[config.mk]
export PLATFORM = sky130hd
export DESIGN_NAME = rr_arb_4
export DESIGN_NICKNAME = d
export VERILOG_FILES = /design/src/rtl/arb_pkg.sv /design/src/rtl/decoder_2x4.sv /design/src/rtl/rr_arb_4.sv
export SDC_FILE = /design/constraint.sdc
export NUM_CORES = 1
export LEC_CHECK = 0
export BUFFER_PORTS_ARGS = -buffer_cell sky130_fd_sc_hd__buf_4
export CAP_MARGIN = 10
export CORE_ASPECT_RATIO = 0.75
export CORE_MARGIN = 5
export CORE_UTILIZATION = 51
export CTS_CLUSTER_SIZE = 30
export DETAILED_ROUTE_END_ITERATION = 7
export PLACE_DENSITY = 0.74
export SLEW_MARGIN = 40
export SYNTH_ARGS = -nofsm -noshare
export SYNTH_HDL_FRONTEND = slang
export SYNTH_SLANG_ARGS = --single-unit
[constraint.sdc]
create_clock -name clk -period 2.35 [get_ports clk]
set_clock_uncertainty 0.2 [all_clocks]
set_input_delay 0.1175 -clock clk [delete_from_list [all_inputs] [get_ports clk]]
set_output_delay 0.1175 -clock clk [all_outputs]
set_load 0.05 [all_outputs]
[src/rtl/arb_pkg.sv]
// Shared definitions for the 4-way round-robin arbiter.
//   state_e          : arbiter FSM state encoding (IDLE / GRANT)
//   MAX_HOLD_DEFAULT : default limit on consecutive contended grant cycles
//   PTR_RESET        : round-robin pointer value after reset (requester 0 first)
package arb_pkg;

    typedef enum logic {
        IDLE  = 1'b0,
        GRANT = 1'b1
    } state_e;

    localparam int unsigned MAX_HOLD_DEFAULT = 32'd8;
    localparam logic [1:0]  PTR_RESET        = 2'b11;

endpackage

[src/rtl/decoder_2x4.sv]
// 2-to-4 one-hot decoder with enable.
//   idx_i : binary index
//   en_i  : when low the output is all-zero
//   dec_o : one-hot decode of idx_i (or zero)
module decoder_2x4 (
    input  logic [1:0] idx_i,
    input  logic       en_i,
    output logic [3:0] dec_o
);

    // Combinational one-hot decode, gated by enable.
    always_comb begin
        dec_o = 4'b0000;
        if (en_i) begin
            case (idx_i)
                2'd0:    dec_o = 4'b0001;
                2'd1:    dec_o = 4'b0010;
                2'd2:    dec_o = 4'b0100;
                2'd3:    dec_o = 4'b1000;
                default: dec_o = 4'b0000;
            endcase
        end else begin
            dec_o = 4'b0000;
        end
    end

endmodule

[src/rtl/rr_arb_4.sv]
// 4-requester round-robin arbiter with bounded hold under contention.
//   clk       : clock, rising-edge
//   rst_n     : asynchronous active-low reset
//   req       : request vector, bit i = requester i
//   gnt       : one-hot grant, zero when idle
//   gnt_idx   : index of current grantee, holds last value when idle
//   gnt_valid : high while a grant is active
// A grant ends when its owner drops req (release) or when it has been held
// MAX_HOLD cycles while someone else is waiting (revoke). The next winner is
// granted on the same edge, so a busy arbiter never inserts an idle cycle.
module rr_arb_4
    import arb_pkg::*;
#(
    parameter int unsigned MAX_HOLD = MAX_HOLD_DEFAULT
) (
    input  logic       clk,
    input  logic       rst_n,
    input  logic [3:0] req,
    output logic [3:0] gnt,
    output logic [1:0] gnt_idx,
    output logic       gnt_valid
);

    localparam logic [7:0] HOLD_LAST = 8'(MAX_HOLD - 32'd1);

    state_e     state_q, state_d;
    logic [1:0] ptr_q, ptr_d;
    logic [1:0] idx_q, idx_d;
    logic [7:0] cnt_q, cnt_d;
    // Low for the first edge after reset so no grant is issued on that edge.
    logic       arm_q;

    logic       win_found_s;
    logic [1:0] win_idx_s;
    logic [1:0] cand_s;
    logic       release_s;
    logic       revoke_s;
    logic [3:0] others_s;

    // Round-robin scan starting just after the last grantee. The owner's bit
    // is zero on release and sits last in the scan on revoke, so raw req
    // serves as the candidate mask in every case.
    always_comb begin
        win_found_s = 1'b0;
        win_idx_s   = ptr_q;
        cand_s      = ptr_q;
        for (int k = 1; k <= 4; k++) begin
            cand_s = ptr_q + 2'(k);
            if (!win_found_s && req[cand_s]) begin
                win_found_s = 1'b1;
                win_idx_s   = cand_s;
            end else begin
                win_found_s = win_found_s;
            end
        end
    end

    // End-of-grant conditions for the current owner.
    always_comb begin
        others_s  = req & ~(4'b0001 << idx_q);
        release_s = ~req[idx_q];
        revoke_s  = (cnt_q == HOLD_LAST) && (others_s != 4'b0000);
    end

    // Next-state logic: new grant, hold, or return to idle.
    always_comb begin
        state_d = state_q;
        ptr_d   = ptr_q;
        idx_d   = idx_q;
        cnt_d   = cnt_q;
        case (state_q)
            IDLE: begin
                if (arm_q && win_found_s) begin
                    state_d = GRANT;
                    ptr_d   = win_idx_s;
                    idx_d   = win_idx_s;
                    cnt_d   = 8'd0;
                end else begin
                    state_d = IDLE;
                end
            end
            GRANT: begin
                if (release_s || revoke_s) begin
                    if (win_found_s) begin
                        state_d = GRANT;
                        ptr_d   = win_idx_s;
                        idx_d   = win_idx_s;
                        cnt_d   = 8'd0;
                    end else begin
                        state_d = IDLE;
                    end
                end else if (cnt_q != HOLD_LAST) begin
                    cnt_d = cnt_q + 8'd1;
                end else begin
                    cnt_d = cnt_q;
                end
            end
            default: begin
                state_d = IDLE;
            end
        endcase
    end

    // State registers.
    always_ff @(posedge clk or negedge rst_n) begin
        if (!rst_n) begin
            state_q <= IDLE;
            ptr_q   <= PTR_RESET;
            idx_q   <= 2'b00;
            cnt_q   <= 8'd0;
            arm_q   <= 1'b0;
        end else begin
            state_q <= state_d;
            ptr_q   <= ptr_d;
            idx_q   <= idx_d;
            cnt_q   <= cnt_d;
            arm_q   <= 1'b1;
        end
    end

    assign gnt_valid = (state_q == GRANT);
    assign gnt_idx   = idx_q;

    decoder_2x4 u_dec (
        .idx_i (idx_q),
        .en_i  (gnt_valid),
        .dec_o (gnt)
    );

endmodule

# Word-level counts from Yosys, hierarchy flattened
# Index checks and enable logic that the tools add are counted.
# word_totals
output_inout_bits,7
wordCells,75
in_bits,6
reg_bits,14
# classes
n_addsub,4
n_lt_le_gt_ge,5
n_eq_ne,10
reduce_logical,13
bitwise,4
mux,33
shifts,1
# ops
op,n
$mux W8,4
$pmux W4 S4,1
$pmux W8 S2,1
$lt A2 B3 Y1 const B,5
$mux W2,7
$mux W1,12
$bmux W1 S2,5
$add A8 B1 Y8 const B,1
$eq A8 B3 Y1 const B,1
$ne A8 B3 Y1 const B,1
$reduce_and A3 Y1,2
$logic_and A1 B1 Y1,5
$add A2 B2 Y2 const B,2
$and A4 B4 Y4,1
$eq A2 B2 Y1 const B,2
$mux W4,1
$ne A2 B1 Y1 const B,2
$not A4 Y4,1
$pmux W2 S2,1
$reduce_bool A4 Y1,1
$shl A1 B2 Y4 const A,1
$logic_not A1 Y1,3
$ne A3 B1 Y1 const B,1
$ne A3 B3 Y1 const B,1
7 further kinds,8

# Depth between registers and ports, before layout
# depth
depth_word,16
depth_mapped,7
mapped_depth_nobuf,6

# Modules after synthesis
# From an unflattened synthesis, not the netlist that was laid out.
# hier_totals
cells_unflattened,95
hier_area_um2,874.6
# by_module_without_submodules
module,instances,cells_each,area_per_inst_um2,seq_area_each_um2
rr_arb_4,1,91,837.1,352.8
decoder_2x4,1,4,37.5,0.0

# Worst setup path before layout
# No wires, ideal clock.
# synth_path
path_kind,register -> register
startpoint,"reg idx_q[1], in the netlist gnt_idx[1]"
endpoint,"reg idx_q[1], in the netlist gnt_idx[1]"
required_ns,2.025
path_stages_with_launch,8
period_less_slack_ns,2.373
setup_time_ns,0.125
path_buffers,2
arrival_time_ns,2.048
setup_slack_ns,-0.023
cell_sequence,dfrtp_1 > buf_4 > mux2_2 > nor4_4 > nor3_2 > o21a_1 > buf_6 > mux2_4
# synth_between
elab_chain_len,8
elab_cells_between_ends,11
cone_classes,eq/ne: 1; shift: 1; mux: 2; bitwise: 3; reduce/logical: 4
# synth_rtl
item,line_no,rtl
"start, declared",rr_arb_4.sv:28,"logic [1:0] idx_q, idx_d;"
"start signal, assigned",rr_arb_4.sv:115,idx_q <= idx_d;
$shl A1 B2 Y4,rr_arb_4.sv:60,others_s = req & ~(4'b0001 << idx_q);
$not A4 Y4,rr_arb_4.sv:60,
$and A4 B4 Y4,rr_arb_4.sv:60,
$reduce_bool A4 Y1,rr_arb_4.sv:62,revoke_s = (cnt_q == HOLD_LAST) && (others_s != 4'b0000);
$logic_and A1 B1 Y1,rr_arb_4.sv:62,
$logic_or A1 B1 Y1 (*),rr_arb_4.sv:83,if (release_s || revoke_s) begin
$ne A2 B1 Y1 (no source line) (*),--,
$reduce_and A3 Y1 (no source line) (*),--,
# Mark *: on every way between the ends. The rest lies on a longest branch, timed or not. The select of a mux whose other input is x is not followed.
# A chain may end at the register's enable or synchronous reset.

# Worst setup path after layout
# layout_path
startpoint,reg cnt_q[4]
endpoint,"reg idx_q[1], in the netlist gnt_idx[1]"
# layout_between
elab_chain_len,5
# layout_rtl
item,line_no,rtl
"start, declared",rr_arb_4.sv:29,"logic [7:0] cnt_q, cnt_d;"
"start signal, assigned",rr_arb_4.sv:116,cnt_q <= cnt_d;
$eq A8 B3 Y1,rr_arb_4.sv:62,
$logic_and A1 B1 Y1,rr_arb_4.sv:62,
$logic_or A1 B1 Y1,rr_arb_4.sv:83,
$ne A2 B1 Y1 (no source line),--,
$reduce_and A3 Y1 (no source line),--,
# No other way between the ends.

==> results by group <==
Pwr
  • Clock network fraction of total power: 14.4%
  • Sw Ratio: 45.4%
  • Leakage Power: 0.504 nW
  • Switching pwr: 547 uW
  • Total power: 1.21 mW
  • Pwr dens: 1140 mW/mm^2
  • Sequential Power Share: 32.6%
  • Logic pwr share: 53.1%
  • Peak VDD IR: 831 uV
  • Pint: 659 uW

Setup path
  • Crit path from: cnt_q[4]
  • WS Path Type: register to register
  • Crit start category: register
  • Worst reg2reg path endpoint: gnt_idx[1]
  • Setup crit end: gnt_idx[1]
  • Worst path cell trace: or3_1 > or4_4 > nor3_2 > o21a_2 > mux2_4
  • Crit path required time: 2320 ps
  • Worst Path Max Fanout: 6
  • Crit path buf inv count: 0
  • CP delay by family, top: simple AND/OR/NAND/NOR gates
  • Worst r2r src: cnt_q[4]
  • Slowest stage delay, CP: 430 ps
  • Critical Path Stages: 5
  • Critical path's slowest cell: dfrtp_1
  • Crit path capture type: register
  • Arrival time worst endpoint: 2190 ps
  • Reg-to-reg setup timing slack: 130 ps
  • Reg2reg path depth: 5

Run status
  • Run status: finished, final reports clean

Timing
  • Setup Viol. Count Final: 0
  • RSZ-0062 raised after global routing: false
  • Final Hold Fails: 0
  • FMAX: 451 MHz
  • Worst Hold Margin: 15.2 ps
  • Final Max Tran Viols: 0
  • Final period utilization: 94.3%
  • Setup Total Neg Slack: 0 ps
  • Tmin final: 2220 ps

Global routing
  • Initial antenna violation count: 0
  • First-pass GRT wire length: 3130 um
  • Vias in the first global route: 682
  • GRT overflow: 0
  • Largest net degree at the start of global routing: 15
  • Tot GR Track Use: 15.8%

Finish
  • Area grow syn2layout: 17.2%
  • Final cell utilization of the core: 61.8%
  • Share of cells above drive strength 1: 27.7%
  • Fill count: 144
  • Commonest non-fill, non-tap cell in the layout: buf_4
  • N_diodes: 0
  • Fin nets: 120
  • Post-route cell area: 0.00105 sq mm
  • Commonest cells after routing, fill and taps aside: buf_4, dfrtp_1, inv_1

Die
  • Die H: 46.4 um
  • Starting Density: 52.7%
  • Top Ports: 13
  • Die X: 58.5 um
  • CORE AREA: 0.00171 sq mm
  • Die area: 0.00271 sq mm
  • # rows: 13

Synthesis
  • Cells after synthesis: 97
  • Avg Synthesized Cell Area: 9.27 sq um
  • Syn nets: 104
  • Mapped Area: 900 sq um
  • Synthesized flop and latch total: 14
  • Yosys warnings: 0
  • Sequential area share after synthesis: 39.2%
  • Count of different cell masters after synthesis: 39

Drt
  • WL final: 1860 um
  • Drt first pass iters: 4
  • DR DRC count: 0
  • Drt initial violations: 36
  • Routed vias/inst: 5.87
  • Post-route ant nets: 0
  • Via count: 786
  • Per-cell routed wire length: 13.9 um

Clock network
  • Post-CTS Setup Inserts: 0
  • H-tree depth reported by CTS: 1
  • CTS tree: built
  • Cts bufs inserted: 3
  • Clk Latency, worst-skew pair: 280 ps
  • Root buf cell: clkbuf_4
  • Clock Path Buffers: 2
  • CTS clk-pin slew, worst paths: 80 ps
  • Clock sink count: 14

Placed design
  • HPWL Detailed: 1450 um
  • Routability cong.: 0.826
  • Placed Area: 0.00101 sq mm
  • # port buffers: 12

Flow run
  • Max-cap violations: 0

Hold path
  • Hold Path Class: input pin to async pin
## power groups by stage
stage                     registers [mW]  logic, mW  clock network, mW
after detailed placement           0.395      0.636                  0
final                              0.392      0.640              0.173
after global placement             0.396      0.627                  0
after global routing               0.404      0.683              0.191
after CTS                          0.391      0.640              0.179
after floorplan                    0.414      0.473                  0
## cell families (layout without fill, tap and decap cells)
family | count (synthesis) | after routing | share of synthesized area (%)
other | 1 | 1 | 0.417
XOR/XNOR | 1 | 1 | 0.974
AND/OR/NAND/NOR | 36 | 36 | 24.1
flip-flops | 14 | 14 | 39.2
buffers and inverters | 11 | 26 | 5.84
AO/OA/AOI/OAI | 25 | 25 | 17.9
multiplexers | 8 | 8 | 10.2
adder cells (fa/ha/maj) | 1 | 1 | 1.39
## cell usage after synthesis
| master | n | share of area [%] |
|---|---|---|
| o211ai_1 | 1 | 0.83 |
| or4_2 | 1 | 0.97 |
| or4_4 | 1 | 1.3 |
| a31oi_1 | 3 | 2.1 |
| nand2b_1 | 1 | 0.70 |
| nor3_2 | 1 | 1.1 |
| a22o_1 | 1 | 0.97 |
| a211o_1 | 1 | 0.97 |
| inv_1 | 7 | 2.9 |
| or4_1 | 2 | 1.7 |
| or2_2 | 1 | 0.70 |
| dfstp_2 | 2 | 5.8 |
| o211a_1 | 1 | 1.1 |
| xnor2_1 | 1 | 0.97 |
| a22oi_1 | 1 | 0.83 |
| clkbuf_1 | 2 | 0.83 |
| o31ai_1 | 1 | 0.83 |
| conb_1 | 1 | 0.42 |
| mux2_2 | 1 | 1.3 |
| o22a_1 | 1 | 0.97 |
| buf_4 | 1 | 0.83 |
| nor2b_1 | 1 | 0.70 |
| mux2_4 | 2 | 3.3 |
| ha_1 | 1 | 1.4 |
| nand2_1 | 6 | 2.5 |
| o21a_1 | 2 | 1.7 |
| or3_2 | 1 | 0.83 |
| o21ai_0 | 5 | 2.8 |
| dfrtp_1 | 12 | 33 |
| mux2i_1 | 5 | 5.6 |
| nand3_1 | 4 | 2.2 |
| nor2_1 | 5 | 2.1 |
| and3_1 | 3 | 2.1 |
| nor4_4 | 1 | 2.4 |
| or3_1 | 3 | 2.1 |
| o22ai_1 | 3 | 2.1 |
| nor3_1 | 5 | 2.8 |
| a21oi_1 | 5 | 2.8 |
| buf_6 | 1 | 1.3 |
## worst reg2reg max path, cell delays in order (launching register included)
cell and delay (ps):
dfrtp_1 430, or3_1 380, or4_4 430, nor3_2 120, o21a_2 230, mux2_4 320
## per-stage QoR
| step | setup WS [ps] | cells |
|---|---|---|
| finish | 133 | 134 |
| global placement | 142 | 129 |
| floorplan | 118 | 97 |
| detailed placement | 74.2 | 129 |
| global route | 27.5 | 134 |
| CTS | 50.3 | 134 |
## metal layers
metal	track usage (%)	wire length (um)	vias to the layer above
met5	0	0	-
met4	5.56	21	0
met3	5.60	131	4
met2	24.5	811	30
met1	20.6	899	366
li1	-	-	386
## worst min-delay path by stage
stage / from / end / slack (ps) / cells after the start
detailed placement: rst_n / cnt_q[6] / -220 / 1
global route: rst_n / gnt_idx[0] / 10 / 2
CTS: rst_n / gnt_idx[0] / 10 / 2
finish: rst_n / gnt_idx[0] / 20 / 2
floorplan: rst_n / arm_q / -380 / 0
global placement: rst_n / cnt_q[7] / -220 / 1
## state kept, by name (all words and copies together), names as in the netlist
name,count
arm_q,1
cnt_q,8
gnt_idx,2
gnt_valid,1
ptr_q,2
## area by class of cell
class	count	area [sq um]	area share [%]
Tap cell	22	27.5	2.61
Sequential cell	14	354	33.6
Timing Repair Buffer	15	115	10.9
Inverter	7	26.3	2.49
Multi-Input combinational cell	72	495	47.0
Clock buffer	4	36.3	3.44
## what timing repair did
action,in CTS,in global routing
hold endpoints to repair,14,0
setup endpoints to repair,0,2
resized for setup,0,1
hold buffers,1,0
Note: power is estimated with default switching activity, not from simulation.
